File: config.mk
export PLATFORM = sky130hd
export DESIGN_NAME = imm_extend_pipe_flat
export DESIGN_NICKNAME = d
export VERILOG_FILES = /design/src/rtl/imm_extend_pipe_if.sv /design/src/rtl/imm_extend_pipe.sv /design/src/flat_wrapper.sv
export SDC_FILE = /design/constraint.sdc
export NUM_CORES = 1
export LEC_CHECK = 0
export ABC_CLOCK_PERIOD_IN_PS = 1790
export BUFFER_PORTS_ARGS = -buffer_cell sky130_fd_sc_hd__buf_2
export CAP_MARGIN = 5
export CORE_MARGIN = 5
export CORE_UTILIZATION = 50
export DETAILED_ROUTE_END_ITERATION = 7
export PLACE_DENSITY_LB_ADDON = 0.25
export SYNTH_ARGS = -nofsm -noshare
export SYNTH_HDL_FRONTEND = slang
export SYNTH_SLANG_ARGS = --single-unit
File: constraint.sdc
create_clock -name clk -period 1.79 [get_ports clk]
set_clock_uncertainty 0.15 [all_clocks]
set_input_delay 0.358 -clock clk [delete_from_list [all_inputs] [get_ports clk]]
set_output_delay 0.358 -clock clk [all_outputs]
set_load 0.03 [all_outputs]
File: src/rtl/imm_extend_pipe_if.sv
// Handshake bundle for imm_extend_pipe.
//   Upstream (decode side):  in_valid, in_ready, in_imm[IN_W], in_mode[2]
//   Downstream (execute side): out_valid, out_ready, out_data[OUT_W], out_trunc
// The master modport is the environment (producer and consumer); the slave
// modport is the extension unit itself.
interface imm_extend_pipe_if #(
    parameter int IN_W  = 16,
    parameter int OUT_W = 32
);
    logic             in_valid;
    logic             in_ready;
    logic [IN_W-1:0]  in_imm;
    logic [1:0]       in_mode;
    logic             out_valid;
    logic             out_ready;
    logic [OUT_W-1:0] out_data;
    logic             out_trunc;

    modport master (
        output in_valid, in_imm, in_mode, out_ready,
        input  in_ready, out_valid, out_data, out_trunc
    );

    modport slave (
        input  in_valid, in_imm, in_mode, out_ready,
        output in_ready, out_valid, out_data, out_trunc
    );
endinterface

File: src/rtl/imm_extend_pipe.sv
// Registered immediate-extension unit with a 2-entry skid buffer.
//   clk    : rising-edge clock
//   reset  : synchronous, active-high reset
//   bus    : imm_extend_pipe_if.slave (valid/ready in, valid/ready out)
// Modes: 00 sign, 01 zero, 10 upper (imm placed in the top bits),
//        11 branch (sign-extend then shift left by SHIFT_BR, flag overflow).
//
// state    | meaning
// ---------+-------------------------------------
// ST_EMPTY | main register invalid
// ST_ONE   | main valid, skid empty
// ST_FULL  | main and skid both valid
module imm_extend_pipe #(
    parameter int IN_W     = 16,
    parameter int OUT_W    = 32,
    parameter int SHIFT_BR = 2
) (
    input  logic                clk,
    input  logic                reset,
    imm_extend_pipe_if.slave    bus
);
    localparam int PW = OUT_W + SHIFT_BR;

    typedef enum logic [1:0] {ST_EMPTY, ST_ONE, ST_FULL} state_t;

    state_t           state_q;
    logic [OUT_W-1:0] main_data_q;
    logic             main_trunc_q;
    logic [OUT_W-1:0] skid_data_q;
    logic             skid_trunc_q;

    logic [OUT_W-1:0] res_data_d;
    logic             res_trunc_d;
    logic [OUT_W-1:0] ext_sign;
    logic [OUT_W-1:0] ext_zero;
    logic [PW-1:0]    prod;
    logic [SHIFT_BR:0] prod_top;

    logic accept;
    logic deliver;

    // Extension is evaluated once on the input side; the stored result
    // never depends on in_mode again.
    always_comb begin
        ext_sign    = OUT_W'($signed(bus.in_imm));
        ext_zero    = OUT_W'(bus.in_imm);
        prod        = PW'($signed(bus.in_imm)) << SHIFT_BR;
        // Product fits in OUT_W signed iff its top SHIFT_BR+1 bits agree.
        prod_top    = prod[PW-1:OUT_W-1];
        res_data_d  = ext_sign;
        res_trunc_d = 1'b0;
        case (bus.in_mode)
            2'b00: res_data_d = ext_sign;
            2'b01: res_data_d = ext_zero;
            2'b10: res_data_d = ext_zero << (OUT_W - IN_W);
            default: begin
                res_data_d  = prod[OUT_W-1:0];
                res_trunc_d = ~((&prod_top) | ~(|prod_top));
            end
        endcase
    end

    // in_ready depends only on registered state and reset, never on out_ready.
    assign bus.in_ready  = (state_q != ST_FULL) & ~reset;
    assign bus.out_valid = (state_q != ST_EMPTY);
    assign bus.out_data  = main_data_q;
    assign bus.out_trunc = main_trunc_q;

    assign accept  = bus.in_valid & bus.in_ready;
    assign deliver = bus.out_valid & bus.out_ready;

    always_ff @(posedge clk) begin
        if (reset) begin
            state_q      <= ST_EMPTY;
            main_data_q  <= '0;
            main_trunc_q <= 1'b0;
            skid_data_q  <= '0;
            skid_trunc_q <= 1'b0;
        end else begin
            case (state_q)
                ST_EMPTY: begin
                    if (accept) begin
                        main_data_q  <= res_data_d;
                        main_trunc_q <= res_trunc_d;
                        state_q      <= ST_ONE;
                    end
                end
                ST_ONE: begin
                    if (accept && !deliver) begin
                        skid_data_q  <= res_data_d;
                        skid_trunc_q <= res_trunc_d;
                        state_q      <= ST_FULL;
                    end else if (accept && deliver) begin
                        main_data_q  <= res_data_d;
                        main_trunc_q <= res_trunc_d;
                    end else if (deliver) begin
                        state_q      <= ST_EMPTY;
                    end
                end
                ST_FULL: begin
                    if (deliver) begin
                        main_data_q  <= skid_data_q;
                        main_trunc_q <= skid_trunc_q;
                        state_q      <= ST_ONE;
                    end
                end
                default: state_q <= ST_EMPTY;
            endcase
        end
    end
endmodule

File: src/flat_wrapper.sv
// flat-port wrapper written by rule: the top's interface ports become plain ports
module imm_extend_pipe_flat 
#(
    parameter int IN_W     = 16,
    parameter int OUT_W    = 32,
    parameter int SHIFT_BR = 2
)
  (clk, reset, bus_in_valid, bus_in_imm, bus_in_mode, bus_out_ready, bus_in_ready, bus_out_valid, bus_out_data, bus_out_trunc);
  imm_extend_pipe_if #(.IN_W(IN_W), .OUT_W(OUT_W)) bus_i ();
  input  logic clk;
  input  logic reset;
  input wire logic [$bits(bus_i.in_valid)-1:0] bus_in_valid;
  input wire logic [$bits(bus_i.in_imm)-1:0] bus_in_imm;
  input wire logic [$bits(bus_i.in_mode)-1:0] bus_in_mode;
  input wire logic [$bits(bus_i.out_ready)-1:0] bus_out_ready;
  output wire logic [$bits(bus_i.in_ready)-1:0] bus_in_ready;
  output wire logic [$bits(bus_i.out_valid)-1:0] bus_out_valid;
  output wire logic [$bits(bus_i.out_data)-1:0] bus_out_data;
  output wire logic [$bits(bus_i.out_trunc)-1:0] bus_out_trunc;
  assign bus_i.in_valid = bus_in_valid;
  assign bus_i.in_imm = bus_in_imm;
  assign bus_i.in_mode = bus_in_mode;
  assign bus_i.out_ready = bus_out_ready;
  assign bus_in_ready = bus_i.in_ready;
  assign bus_out_valid = bus_i.out_valid;
  assign bus_out_data = bus_i.out_data;
  assign bus_out_trunc = bus_i.out_trunc;
  imm_extend_pipe #(.IN_W(IN_W), .OUT_W(OUT_W), .SHIFT_BR(SHIFT_BR)) u_core (.clk(clk), .reset(reset), .bus(bus_i));
endmodule
* Yosys cells after proc, flatten, opt, wreduce, memory -nomap -nowiden
Cells that the tools add are included.
W data, S select, Z words.
** Cells by class
- Equal/unequal tests :: 11
- Mux-type cells :: 17
- Bitwise gates (word level) :: 4
- Reduce and logical (&&, ||, !) cells :: 10
** Operator list (count)
- $pmux W32 S3 :: 2
- $mux W32 :: 4
- $mux W2 :: 5
- $ne A2 B1 Y1 const B :: 3
- $pmux W2 S3 :: 1
- $reduce_and A5 Y1 :: 1
- $eq A2 B1 Y1 const B :: 2
- $eq A2 B2 Y1 const B :: 2
- $logic_not A2 Y1 :: 2
- $mux W1 :: 4
- $ne A2 B2 Y1 const B :: 2
- $reduce_and A4 Y1 :: 1
- $and A1 B1 Y1 :: 3
- $ne A3 B1 Y1 const B :: 1
- $ne A3 B2 Y1 const B :: 1
- $pmux W1 S3 :: 1
- $reduce_bool A3 Y1 :: 1
- $logic_and A1 B1 Y1 :: 2
- $reduce_and A2 Y1 :: 1
- $reduce_bool A2 Y1 :: 1
- $logic_not A1 Y1 :: 1
- $not A1 Y1 :: 1
** Word-level totals
- Bits in registers :: 67
- Input bits :: 22
- Output and inout bits :: 35
- Logic and storage cells :: 46

* Longest topological paths before layout
Gate-level depths: netlist of the first run.
- Depth in word-level cells :: 7
- Depth in mapped cells :: 6
- Gate-level depth less buffers :: 3

* Least setup slack after synthesis of the first run
OpenSTA, ideal clock, no wires.
- Path kind :: input to output
- From :: input port reset
- To :: output port bus_in_ready
- Data arrival time :: 1.203 ns
- Required time :: 1.282 ns
- Setup slack :: 0.079 ns
- Stages on the path :: 3
- Cells stage by stage :: clkbuf_1 -> clkbuf_1 -> nor2_1
** Between the ends
- Longest elaborated chain between the ends :: 2
** Ends and longest elaborated chain
- start, declared :: RTL line flat_wrapper.sv:11 : input logic reset;
- $not A1 Y1 :: RTL line imm_extend_pipe.sv:64 : assign bus.in_ready = (state_q != ST_FULL) & ~reset;
- $and A1 B1 Y1 :: RTL line imm_extend_pipe.sv:64
- end, declared :: RTL line flat_wrapper.sv:16 : output wire logic [$bits(bus_i.in_ready)-1:0] bus_in_ready;
Every way passes these cells.

* Worst setup path after layout of the first run
- From :: register u_core.state_q[1]
- To :: output port bus_out_valid
** Between the ends
- Longest elaborated chain between the ends :: 1
** Ends and longest elaborated chain
- start, declared :: RTL line imm_extend_pipe.sv:26 : state_t state_q;
- start signal, assigned :: RTL line imm_extend_pipe.sv:74 : state_q <= ST_EMPTY;
- start signal, assigned :: RTL line imm_extend_pipe.sv:85 : state_q <= ST_ONE;
- start signal, assigned :: RTL line imm_extend_pipe.sv:92 : state_q <= ST_FULL;
- $reduce_bool A2 Y1 :: RTL line imm_extend_pipe.sv:65 : assign bus.out_valid = (state_q != ST_EMPTY);
- end, declared :: RTL line flat_wrapper.sv:17 : output wire logic [$bits(bus_i.out_valid)-1:0] bus_out_valid;
Every way passes these cells.

==> metrics.md, run 1 <==
| Metric | Value |
|---|---|
| Post CTS Setup Buffer Count | 0 |
| Clock power frac | 32.2% |
| DP Cell Count | 532 |
| Nets | 466 |
| Static leakage | 1.58 nW |
| Worst Setup End Kind | output pin |
| Sequential element share of the synthesized area | 36.3% |
| Largest net degree at the start of global routing | 32 |
| Ys flop type | dfxtp_1 |
| P_sw | 0.00116 W |
| Gr usage total | 24.2% |
| Antenna fix cells | 0 |
| Syn_area_per_cell | 9.11 um^2 |
| Cts hold-fix bufs | 0 |
| Port Buffers | 55 |
| Worst hold slack | 0.129 ns |
| DRT Pass-1 Iters | 5 |
| Final Power | 0.00355 W |
| Cell with the most instances after synthesis | dfxtp_1 |
| Core footprint | 7180 um^2 |
| Post-Syn Area | 3640 um^2 |
| Post-synth ARST share | 0% |
| Top cells by area, synth | dfxtp_1 (36%), o32ai_2 (11%), a21oi_1 (6.6%) |
| RSZ-0062 raised after global routing | false |
| Overflow after GRT | 0 |
| H-tree depth | 3 |
| Worst-Margin Slew | 0.597 ns |
| Syn nets | 422 |
| Max Used Layer | met4 |
| CTS sink cnt | 66 |
| Post-Route M1 WL | 4380 um |
| Die area | 9100 um^2 |
| Chip height | 95.4 um |
| Chip Width | 95.4 um |
| I/O Pins | 57 |
| VDD IR max | 474 uV |
| Startpoint types | flop |
| Share of layout cells above drive strength 1 | 31.2% |
| Final setup margin | 0.0769 ns |
| CTS buffer count | 9 |
| Via-to-Cell Ratio | 6.20 |
| Setup Slack @ Placement | -0.243 ns |
| Pins over their slew limit | 0 |
| Synthesis-to-finish area growth | 17.1% |
| Slew Limit Headroom | 60.0% |
| Utilization after layout | 59.5% |
| Seq pwr share | 44.6% |
| Yosys warns | 0 |
| Logic pwr share | 23.1% |
| Routed Antenna Nets | 0 |
| Post-DP HPWL | 6900 um |
| CTS root buf | clkbuf_8 |
| Worst-path clk slew | 0.08 ns |
| PwrDens | 832 nW/um^2 |
| Sw Ratio | 32.8% |
| Cell Int Power | 0.00239 W |
| Worst EP required | 1.28 ns |
| First-pass GRT wire length | 17100 um |
| CTS tree | built |
| Post-synth cell types | 43 |
| # DRC | 0 |
| Met2 WL | 5170 um |
| Worst Path Arrival | 1.21 ns |
| Mapped Cells | 400 |
| CP max FO | 11 |
| Antenna violations before repair | 0 |
| Final Non-Filler Cells | 548 |
| Status | complete, no violations |
| Routed wl met3 | 739 um |
| #FFs+latches synth | 66 |
| Final setup viols | 0 |
| Hold crit path type | in2reg |
| Vias | 3395 |
| Fin crit share | 95.7% |
| DR WL/cell | 19.1 um |
| Drt total wl | 10500 um |
| Fmax | 584 MHz |
| Vias in the first global route | 3313 |
| Area leader, netlist | dfxtp_1 |
| Fin. Hold Viols | 0 |
| Share of the synthesized area in the top cell type | 36.3% |
| Minimum clock period after layout | 1.71 ns |
| Clock buffer depth | 2 |
| # Max-Cap Violations | 0 |
| Clk Latency, worst-skew pair | 0.35 ns |
| EDFF count, synth | 0 |
| Worst setup path category | reg2out |
| Post-synth top cells | dfxtp_1 (66), a21oi_1 (48), inv_1 (32), o21ai_0 (32), a211oi_1 (26) |
| RD Place Congestion | 0.804 |
| DRT iter0 DRCs | 327 |
| Initial Utilization | 50.8% |
| Row count | 31 |
[area by class of cell]
cell class | count | area, um^2
multi-input cells | 253 | 1940
inverters | 32 | 120
well taps | 99 | 124
clock inverters | 6 | 41.3
repair buffers | 82 | 578
fillers | 659 | 2910
clock buffers | 10 | 138
flip-flops and latches | 66 | 1330
[metal layers]
layer	GRT usage [%]	up-vias
met3	4.34	19
met5	0	-
met1	32.7	1633
met2	39.4	155
met4	7.70	0
li1	-	1588
[metrics by stage]
stage / instance area (um^2) / TNS (ns)
after CTS: 4260 / 0
final: 4270 / 0
after floorplan: 3640 / 0
after global placement: 4070 / -3.26
after global routing: 4270 / 0
after detailed placement: 4070 / -3.27
[cells by family (layout without fill, tap and decap cells)]
| logic type | after synthesis | count (layout) | share of synthesized area [%] |
|---|---|---|---|
| xor+xnor | 1 | 1 | 0.240 |
| simple gates | 57 | 57 | 9.23 |
| flops | 66 | 66 | 36.3 |
| other cells | 1 | 1 | 0.103 |
| compound gates | 191 | 191 | 42.1 |
| mux | 3 | 3 | 0.824 |
| buf+inv | 81 | 130 | 11.3 |
[path summary, 6_finish.rpt]
| kind | endpoint | cells past startpoint | startpoint | slack (ns) |
|---|---|---|---|---|
| hold reg to reg | u_core.bus.out_data[25]$_SDFFE_PP0P_ | 2 | u_core.bus.out_data[25]$_SDFFE_PP0P_ | 0.31 |
| setup / recovery | bus_out_valid | 2 | u_core.state_q[1]$_SDFFE_PP0P_ | 0.08 |
| hold / removal | u_core.state_q[1]$_SDFFE_PP0P_ | 2 | bus_out_ready | 0.13 |
| setup reg to reg | u_core.skid_data_q[28]$_SDFFE_PP0P_ | 4 | u_core.state_q[1]$_SDFFE_PP0P_ | 0.18 |
[power groups by stage]
stage | combinational (W) | sequential [W] | clock, W
after global routing | 0.000882 | 0.00159 | 0.00125
after global placement | 0.000800 | 0.00162 | 0
after detailed placement | 0.000816 | 0.00162 | 0
final | 0.000822 | 0.00159 | 0.00114
after CTS | 0.000822 | 0.00159 | 0.00116
after floorplan | 0.000471 | 0.00171 | 0
[placed cells by master, fill, tap and decap left out, types with 14 or more instances in the layout]
| cell type | count |
|---|---|
| a21oi_1 | 48 |
| buf_2 | 55 |
| o32ai_2 | 25 |
| a311oi_1 | 15 |
| a221oi_1 | 15 |
| inv_1 | 32 |
| nor2b_1 | 16 |
| buf_4 | 19 |
| nand2_1 | 17 |
| dfxtp_1 | 64 |
| a21o_1 | 14 |
| a211oi_1 | 26 |
| o21ai_0 | 32 |
[sequential cells by signal, indices dropped and copies added (netlist names)]
signal               count
u_core.bus.out_data     32
u_core.skid_data_q      32
u_core.state_q           2
[critical path, cell delays in order (launching register included)]
cell and delay [ns]:
dfxtp_4 0.39, or2_2 0.29, buf_2 0.18
[timing repair]
action | CTS | global route
hold endpoints to repair | 0 | 0
resized for setup | 2 | 4
setup endpoints to repair | 3 | 25
Note: power is estimated with default switching activity, not from simulation.
==> inputs of run 2 (changes only) <==
CORE_MARGIN = not set   (was 5)
CTS_BUF_LIST = sky130_fd_sc_hd__clkbuf_2 sky130_fd_sc_hd__clkbuf_4 sky130_fd_sc_hd__clkbuf_8   (was not set)
SETUP_SLACK_MARGIN = 0.4   (was not set)
==> run 2 against run 1 <==
  * Cell area grew 25%
  * Clock-buffer cell count grew 3
  * Cell count rose by 5.1%
  * Via count is 12% higher
  * Total power grew 16%
  * Clock power increased by 18%
  * Hold slack better by 0.047 ns
  * Wire length grew 27%
  * Largest power group unchanged
==> metrics.md, run 2 (synthesis results as in run 1) <==
| Metric | Value |
|---|---|
| Worst-case reg-to-reg path depth | 8 |
| Worst hold slack | 0.176 ns |
| Logic pwr share | 28.2% |
| CTS sink cnt | 66 |
| # DRC | 0 |
| Fin. Hold Viols | 0 |
| Clock power frac | 32.9% |
| Vias | 3815 |
| Clk Latency, worst-skew pair | 0.36 ns |
| DP Area | 4130 um^2 |
| DRT iter0 DRCs | 373 |
| RSZ-0062 raised after global routing | true |
| Worst Setup End Kind | flop |
| Final setup margin | 0.0776 ns |
| Nets | 498 |
| Worst EP required | 1.88 ns |
| Crit path depth | 8 |
| Minimum clock period after layout | 1.71 ns |
| Worst-path clk slew | 0.07 ns |
| Startpoint types | flop |
| DRT Pass-1 Iters | 5 |
| CTS buffer count | 9 |
| CP max FO | 5 |
| CP Launch Point | u_core.state_q[1]$_SDFFE_PP0P_ |
| Initial Utilization | 52.8% |
| Final Instance Area | 5350 um^2 |
| Chip height | 87.4 um |
| R2r startpoint | u_core.state_q[1]$_SDFFE_PP0P_ |
| DP Cell Count | 526 |
| Synthesis-to-finish area growth | 46.8% |
| Sw Ratio | 31.3% |
| Chip Width | 87.4 um |
| Gr usage total | 31.4% |
| Worst-Margin Slew | 0.760 ns |
| Largest net degree at the start of global routing | 37 |
| Seq pwr share | 38.9% |
| Die area | 7640 um^2 |
| Worst Path Arrival | 1.80 ns |
| Port Buffers | 55 |
| DR WL/cell | 23.0 um |
| Fin crit share | 95.7% |
| Fmax | 584 MHz |
| CP Buf/Inv Count | 5 |
| Cell Int Power | 0.00283 W |
| Crit path max-delay family | buffers and inverters |
| CTS root buf | clkbuf_8 |
| Worst setup path category | reg2reg |
| Final Non-Filler Cells | 576 |
| Routed Antenna Nets | 0 |
| Overflow after GRT | 0 |
| Worst flop-to-flop path endpoint | u_core.bus.out_data[4]$_SDFFE_PP0P_ |
| Via-to-Cell Ratio | 6.62 |
| Post-DP HPWL | 6410 um |
| First-pass GRT wire length | 18100 um |
| Commonest non-fill, non-tap cell in the layout | dfxtp_1 |
| CP Cell Sequence | buf_6 > buf_6 > nand2b_4 > o211ai_4 > buf_12 > buf_12 > clkbuf_16 > o32ai_2 |
| H-tree depth | 3 |
| VDD IR max | 390 uV |
| Antenna fix cells | 0 |
| Row count | 30 |
| R2R setup slack | 0.08 ns |
| Setup Slack @ Placement | -0.399 ns |
| Crit path capture | u_core.bus.out_data[4]$_SDFFE_PP0P_ |
| Highest-count cells in the layout ignoring fill and taps | dfxtp_1 (56), buf_4 (35), buf_6 (33) |
| Pins over their slew limit | 0 |
| Drt total wl | 13300 um |
| Final setup viols | 0 |
| Max incr delay on CP | 0.36 ns |
| P_sw | 0.00129 W |
| Clock buffer depth | 2 |
| CTS tree | built |
| I/O Pins | 57 |
| Slew Limit Headroom | 49.1% |
| Hold crit path type | in2reg |
| RD Place Congestion | 0.821 |
| # Max-Cap Violations | 0 |
| Static leakage | 2.01 nW |
| Slowest CP cell | dfxtp_4 |
| Status | complete, no violations |
| Share of layout cells above drive strength 1 | 47.7% |
| Core footprint | 6910 um^2 |
| PwrDens | 769 nW/um^2 |
| Antenna violations before repair | 0 |
| Vias in the first global route | 3374 |
## run 2: changes by cell type in the layout (fill, tap and decap cells not counted), moves of 7 or more
cell / change
buf_4: +16
a21oi_1: -23
a211oi_2: +9
a21oi_2: +21
buf_2: -34
buf_6: +33
dfxtp_2: +7
dfxtp_1: -8
a211oi_1: -9
## run 2: per-stage QoR
stage | util (%) | TNS (ns) | total power (W)
6_report | 77.5 | 0 | 0.00411
5_1_grt | 77.5 | 0 | 0.00425
4_1_cts | 71.3 | 0 | 0.00394
3_5_place_dp | 59.7 | -4.57 | 0.00243
3_3_place_gp | 59.7 | -3.54 | 0.00242
2_1_floorplan | - | 0 | 0.00222
## run 2: power by group through the flow
stage	logic (W)	clock network [W]	registers, W
6_report	0.00116	0.00135	0.00160
5_1_grt	0.00121	0.00144	0.00161
4_1_cts	0.000991	0.00136	0.00159
3_5_place_dp	0.000817	0	0.00161
3_3_place_gp	0.000804	0	0.00161
2_1_floorplan	0.000505	0	0.00171
## run 2: layer usage
| metal | GRT usage (%) | share of wire, % | wire, um |
|---|---|---|---|
| met5 | 0 | 0 | 0 |
| met2 | 48.8 | 47 | 6190 |
| met4 | 13.9 | 4.6 | 609 |
| met1 | 41.2 | 40 | 5280 |
| met3 | 7.77 | 9.0 | 1190 |
## run 2: how the worst min path moves through the flow
stage | start | endpoint | cells past startpoint
floorplan | bus_out_ready | u_core.state_q[1]$_SDFFE_PP0P_ | 1
detailed placement | u_core.bus.out_data[0]$_SDFFE_PP0P_ | u_core.bus.out_data[0]$_SDFFE_PP0P_ | 2
global route | bus_out_ready | u_core.state_q[1]$_SDFFE_PP0P_ | 2
global placement | u_core.bus.out_data[27]$_SDFFE_PP0P_ | u_core.bus.out_data[27]$_SDFFE_PP0P_ | 2
CTS | bus_out_ready | u_core.state_q[1]$_SDFFE_PP0P_ | 2
finish | bus_out_ready | u_core.state_q[1]$_SDFFE_PP0P_ | 2
## run 2: what timing repair did
item,in CTS,in global routing
buffers inserted,17,7
setup endpoints to repair,98,87
gates resized for setup,93,54
gates cloned,5,6
hold buffers,0,0
pin swaps,34,37
## run 2: layout make-up
| class | instances | area [um^2] |
|---|---|---|
| Timing Repair Buffer | 114 | 1300 |
| Sequential cell | 66 | 1340 |
| Multi-Input combinational cell | 253 | 2270 |
| Clock buffer | 13 | 173 |
| Clock inverter | 2 | 35.0 |
| Tap cell | 96 | 120 |
| Inverter | 32 | 120 |
| Fill cell | 439 | 1560 |
